[config.mk]
export PLATFORM = sky130hd
export DESIGN_NAME = multicycle_control
export DESIGN_NICKNAME = d
export VERILOG_FILES = /design/src/rtl/multicycle_control.sv
export SDC_FILE = /design/constraint.sdc
export NUM_CORES = 1
export LEC_CHECK = 0
export ABC_AREA = 1
export BUFFER_PORTS_ARGS = -buffer_cell sky130_fd_sc_hd__clkbuf_2
export CAP_MARGIN = 20
export CORE_MARGIN = 4
export CORE_UTILIZATION = 49
export CTS_CLUSTER_DIAMETER = 200
export DETAILED_ROUTE_END_ITERATION = 16
export GPL_ROUTABILITY_DRIVEN = 0
export PLACE_DENSITY = 0.83
export REMOVE_ABC_BUFFERS = 1
export SYNTH_ARGS = -nofsm -noshare
export SYNTH_HDL_FRONTEND = slang
export SYNTH_SLANG_ARGS = --single-unit
[constraint.sdc]
create_clock -name clk -period 1.6 [get_ports clk]
set_input_delay 0.16 -clock clk [delete_from_list [all_inputs] [get_ports clk]]
set_output_delay 0.16 -clock clk [all_outputs]
set_load 0.01 [all_outputs]
[src/rtl/multicycle_control.sv]
// Main control FSM for the multicycle RV32I core, with a retired-instruction counter.
// Define ILLEGAL_TRAP_EN to park the FSM in a TRAP state on unknown opcodes.
module multicycle_control (
  input  logic        clk,
  input  logic        rst_n,
  input  logic [6:0]  opcode,
  input  logic [2:0]  funct3,
  input  logic        zero,
  input  logic        lt,
  input  logic        ltu,
  input  logic        mem_ready,
  output logic        pc_write,
  output logic        ir_write,
  output logic        reg_write,
  output logic        mem_write,
  output logic        adr_src,
  output logic [1:0]  result_src,
  output logic [1:0]  alu_src_a,
  output logic [1:0]  alu_src_b,
  output logic [1:0]  alu_op,
  output logic [2:0]  imm_src,
  output logic        illegal,
  output logic [31:0] instret
);

  localparam logic [3:0] FETCH    = 4'd0;
  localparam logic [3:0] DECODE   = 4'd1;
  localparam logic [3:0] MEMADR   = 4'd2;
  localparam logic [3:0] MEMREAD  = 4'd3;
  localparam logic [3:0] MEMWB    = 4'd4;
  localparam logic [3:0] MEMWRITE = 4'd5;
  localparam logic [3:0] EXEC_R   = 4'd6;
  localparam logic [3:0] EXEC_I   = 4'd7;
  localparam logic [3:0] LUI      = 4'd8;
  localparam logic [3:0] AUIPC    = 4'd9;
  localparam logic [3:0] ALUWB    = 4'd10;
  localparam logic [3:0] JAL      = 4'd11;
  localparam logic [3:0] JALR     = 4'd12;
  localparam logic [3:0] JALR_PC  = 4'd13;
  localparam logic [3:0] BRANCH   = 4'd14;
`ifdef ILLEGAL_TRAP_EN
  localparam logic [3:0] TRAP     = 4'd15;
`endif

  localparam logic [6:0] OP_LOAD   = 7'b0000011;
  localparam logic [6:0] OP_STORE  = 7'b0100011;
  localparam logic [6:0] OP_R      = 7'b0110011;
  localparam logic [6:0] OP_IMM    = 7'b0010011;
  localparam logic [6:0] OP_BRANCH = 7'b1100011;
  localparam logic [6:0] OP_JAL    = 7'b1101111;
  localparam logic [6:0] OP_JALR   = 7'b1100111;
  localparam logic [6:0] OP_LUI    = 7'b0110111;
  localparam logic [6:0] OP_AUIPC  = 7'b0010111;

  logic [3:0] state;
  logic [3:0] state_next;
  logic       taken;

  always_comb begin
    case (funct3)
      3'b000:  taken = zero;
      3'b001:  taken = !zero;
      3'b100:  taken = lt;
      3'b101:  taken = !lt;
      3'b110:  taken = ltu;
      3'b111:  taken = !ltu;
      default: taken = 1'b0;
    endcase
  end

  always_comb begin
    state_next = state;
    case (state)
      FETCH:    if (mem_ready) state_next = DECODE;
      DECODE: begin
        case (opcode)
          OP_LOAD, OP_STORE: state_next = MEMADR;
          OP_R:              state_next = EXEC_R;
          OP_IMM:            state_next = EXEC_I;
          OP_BRANCH:         state_next = BRANCH;
          OP_JAL:            state_next = JAL;
          OP_JALR:           state_next = JALR;
          OP_LUI:            state_next = LUI;
          OP_AUIPC:          state_next = AUIPC;
`ifdef ILLEGAL_TRAP_EN
          default:           state_next = TRAP;
`else
          default:           state_next = FETCH;
`endif
        endcase
      end
      MEMADR:   state_next = (opcode == OP_STORE) ? MEMWRITE : MEMREAD;
      MEMREAD:  if (mem_ready) state_next = MEMWB;
      MEMWB:    state_next = FETCH;
      MEMWRITE: if (mem_ready) state_next = FETCH;
      EXEC_R, EXEC_I, LUI, AUIPC, JAL, JALR_PC: state_next = ALUWB;
      ALUWB:    state_next = FETCH;
      JALR:     state_next = JALR_PC;
      BRANCH:   state_next = FETCH;
`ifdef ILLEGAL_TRAP_EN
      TRAP:     state_next = TRAP;
`endif
      default:  state_next = FETCH;
    endcase
  end

  // A retirement is any entry into FETCH; TRAP never returns so it never retires.
  always_ff @(posedge clk or negedge rst_n) begin
    if (!rst_n) begin
      state   <= FETCH;
      instret <= 32'd0;
    end else begin
      state <= state_next;
      if (state != FETCH && state_next == FETCH)
        instret <= instret + 32'd1;
    end
  end

  always_comb begin
    pc_write   = 1'b0;
    ir_write   = 1'b0;
    reg_write  = 1'b0;
    mem_write  = 1'b0;
    adr_src    = 1'b0;
    result_src = 2'b00;
    alu_src_a  = 2'b00;
    alu_src_b  = 2'b00;
    alu_op     = 2'b00;
    case (state)
      FETCH: begin
        alu_src_b  = 2'b10;
        result_src = 2'b10;
        ir_write   = mem_ready;
        pc_write   = mem_ready;
      end
      DECODE: begin
        alu_src_a = 2'b01;
        alu_src_b = 2'b01;
      end
      MEMADR, JALR: begin
        alu_src_a = 2'b10;
        alu_src_b = 2'b01;
      end
      MEMREAD:  adr_src = 1'b1;
      MEMWB: begin
        result_src = 2'b01;
        reg_write  = 1'b1;
      end
      MEMWRITE: begin
        adr_src   = 1'b1;
        mem_write = 1'b1;
      end
      EXEC_R: begin
        alu_src_a = 2'b10;
        alu_op    = 2'b10;
      end
      EXEC_I: begin
        alu_src_a = 2'b10;
        alu_src_b = 2'b01;
        alu_op    = 2'b10;
      end
      LUI: begin
        alu_src_a = 2'b11;
        alu_src_b = 2'b01;
      end
      AUIPC: begin
        alu_src_a = 2'b01;
        alu_src_b = 2'b01;
      end
      ALUWB:    reg_write = 1'b1;
      JAL, JALR_PC: begin
        alu_src_a = 2'b01;
        alu_src_b = 2'b10;
        pc_write  = 1'b1;
      end
      BRANCH: begin
        alu_src_a = 2'b10;
        alu_op    = 2'b01;
        pc_write  = taken;
      end
      default: ;
    endcase
  end

  always_comb begin
    case (opcode)
      OP_LOAD, OP_IMM, OP_JALR: imm_src = 3'b000;
      OP_STORE:                 imm_src = 3'b001;
      OP_BRANCH:                imm_src = 3'b101;
      OP_LUI, OP_AUIPC:         imm_src = 3'b010;
      OP_JAL:                   imm_src = 3'b110;
      default:                  imm_src = 3'b000;
    endcase
  end

`ifdef ILLEGAL_TRAP_EN
  assign illegal = (state == TRAP);
`else
  assign illegal = 1'b0;
`endif

endmodule

==> results.md <==
* Outcome: finished, violations left
* Violated checks: setup timing
* Yosys cell types at 30
* Max-cap violations at 0
* Hold Crit Class: in -> reg
* Post-synth top area cell: dfrtp_1
* I/O pin total at 65
* Cell with the most instances after synthesis: nand2_1
* NumNets Final at 573
* Hold_sp: mem_ready
* Iteration-0 DRC Markers at about 290
* Min cycle time layout at ~1.8 ns
* # setup viols final at 39
* Die W at 83.5 um
* Crit path kind: reg -> reg
* Gr usage total at about a quarter
* Non-filler instance count after layout at 629
* Die ar. at between 6000 and 7000 um2
* Post-synth EDFFs at 0
* Cells on worst reg2reg path at 13
* Antenna Nets Post-Route at 0
* ANT cells at 0
* PwrDens at 1710 nW/um2
* Leak Pwr at about 2.1 nW
* DRT Pass-1 Iters at 6
* Gate Count Post-Synth at roughly 430
* Maximum VDD drop at ~1.5 mV
* Worst hold path endpoint: state[0]
* Async S/R FF share, synth at 100%
* Synthesis-to-layout area growth at 44.7%
* Seq cells post-synth at 36
* Critical path arrival at 2.03 ns
* Synth cell count leaders: nand2_1, nor2_1, inv_1
* Initial antenna violation count at 0
* DRC Markers at 0
* Main synth FF type: dfrtp_1
* Post-synthesis sequential area ratio at around 32%
* Clock Skew at 0.00277 ns
* NetSw at 0.00313 W
* Via count at roughly 3400
* Clk Latency, worst-skew pair at ~0.30 ns
* Seq pwr share at roughly 17%
* Yosys warnings at 0
* Clk root buf: clkbuf_8
* Clock power share at 9.9%
* Worst r2r src: state[1]
* Post-synthesis mux area share at less than 1%
* Remaining Overflow, GRT at 0
* Top post-synthesis cells by area: dfrtp_1, nand2_1, nand4_1
* Achievable Freq at ~0.54 GHz
* RSZ-0062 raised after global routing: yes
* Synth Cell Area at ~2800 um2
* Comb pwr share at between 70% and 80%
* Slew Limit Fails at 0
* Type of origin of the critical path: flip-flop
* Avg Synthesized Cell Area at around 6.4 um2
* First-pass GRT wire length at ~14 mm
* Routed wire length at ~8.9 mm
* CTS tree: built
* Vias in the first global route at roughly 3100
* Worst Setup SP: state[1]
* Share of layout cells above drive strength 1 at between 30% and 40%
* Post-route worst setup slack at -0.237 ns
* Share of the synthesized area in the top cell type at about a third
* Kind of end point of the critical path: flip-flop
* Sw frac at 45.4%
* WHS Path Cells at 4
* R2r setup slk at -0.24 ns
* Overall power at approximately 0.007 W
* IO Port Bufs at between 60 and 70
* Part of the cycle the worst path needs at 115%
* Crit-path max FO at 8
* Total CTS buffers at 5
* Hpwl dp at 6.22 mm
* Clk sinks at 36
* CTS clk-pin slew, worst paths at around 0.070 ns
* Worst EP required at approximately 1.8 ns
* Largest net degree at the start of global routing at 25
* Compound-Gate Fraction of Synth Area at roughly 1.9%
* Reg-to-reg endpoint: instret[6]
* Area share of fa/ha/maj cells after synthesis at less than 1%
* Initial Utilization at between 50 and 60%
* P_int at ~0.0038 W
* H-tree depth at 2
* Core footprint at 5510 um2
* Via density at about 5.4
* Maximum root-to-sink buffer count at 2
* Fin. Hold Viols at 0
* Largest family of logic cells by synthesized area: simple AND/OR/NAND/NOR gates
* Row cnt at 27
* XOR/XNOR share of the synthesized area at 3.76%
* Placed cell count at around 600
* Synth Area in Simple Gates at about half
* Die Y at 83.5 um
* Wire per inst at ~14 um
cell usage in the layout, fill, tap and decap left out:
master,count
a21oi_1,2
and3_1,1
buf_12,7
buf_2,5
buf_4,50
buf_6,9
clkbuf_1,2
clkbuf_16,3
clkbuf_2,55
clkbuf_8,6
conb_1,1
dfrtp_1,32
dfrtp_2,4
dlygate4sd3_1,1
ha_1,1
inv_1,45
inv_2,6
inv_4,2
mux2i_1,1
nand2_1,114
nand2_2,22
nand2_4,9
nand3_1,34
nand3_2,3
nand3_4,1
nand3b_1,4
nand4_1,39
nor2_1,53
nor2_2,4
nor2_4,8
nor3_1,12
nor3b_1,1
nor4_1,1
o2111ai_2,1
o211ai_1,1
o21ai_0,4
o22ai_2,1
xnor2_1,5
xor2_1,7
critical path, cell delays in order, from the launching register on:
cell	delay [ns]
dfrtp_2	0.44
inv_2	0.08
nand2_4	0.07
buf_6	0.11
nor2_2	0.03
nand2_1	0.05
nand3b_1	0.08
nor2_1	0.10
nand2_1	0.11
nor2_4	0.20
nand3_4	0.15
clkbuf_16	0.21
nand2_2	0.05
nand2_1	0.05
how the worst max path moves through the flow:
| stage | end | slack, ns | cells past startpoint |
|---|---|---|---|
| detailed placement | instret[0] | -0.27 | 11 |
| finish | instret[6] | -0.24 | 13 |
| floorplan | instret[0] | -0.71 | 11 |
| global placement | instret[7] | -0.19 | 12 |
| CTS | instret[10] | -0.16 | 12 |
| global route | instret[7] | -0.37 | 14 |
flip-flops by register name, summed over array words and instances, names as in the netlist:
signal   count
instret     32
state        4
per-layer routing:
layer | wire length, um | share of wire [%] | track usage [%]
met2 | 4310 | 49 | 41.1
met3 | 591 | 6.7 | 4.15
met1 | 3650 | 41 | 29.2
met4 | 314 | 3.5 | 8.33
met5 | 0 | 0 | 0
stage by stage:
stage | area, um2 | hold WS (ns) | setup WS [ns] | utilization, % | setup TNS, ns
detailed placement | 3580 | 0.140 | -0.273 | 65.0 | -7.85
CTS | 3810 | 0.304 | -0.164 | 69.3 | -5.14
finish | 4040 | 0.298 | -0.237 | 73.4 | -7.38
floorplan | 2670 | -0.136 | -0.713 | - | -18.93
global placement | 3580 | 0.132 | -0.187 | 65.0 | -4.62
global route | 4040 | 0.334 | -0.371 | 73.4 | -11.95
power groups by stage:
stage	Sequential, W	Combinational, W	Clock, W
floorplan	0.00115	0.00158	0
global placement	0.00111	0.00347	0
detailed placement	0.00112	0.00352	0
CTS	0.00113	0.00400	0.000686
global route	0.00116	0.00533	0.000725
finish	0.00115	0.00506	0.000684
cell type report:
type                       instances  area [um2]
clock buffer                       8        90.1
fill                             395        1470
inverter                          53         204
multi-input combinational        330        1750
sequential                        36         906
tap                               72        90.1
timing repair buffer             130        1000
timing repair:
| item | in CTS | in global routing |
|---|---|---|
| endpoints found under the hold margin | 17 | 0 |
| pin swaps | 4 | 5 |
| gates cloned | 0 | 3 |
| hold buffers | 1 | 0 |
| gates resized for setup | 23 | 53 |
| buffers inserted | 7 | 0 |
| endpoints found under the setup margin | 40 | 44 |
kinds of logic after synthesis:
kind of cell | after synthesis
AOI/OAI and AO/OA | 9
xor gates and xnor gates | 12
adders and majority gates | 1
buffers and inverters | 67
DFF | 36
muxes | 1
other | 1
and+or+nand+nor | 306
(Power assumes the default switching activity.)
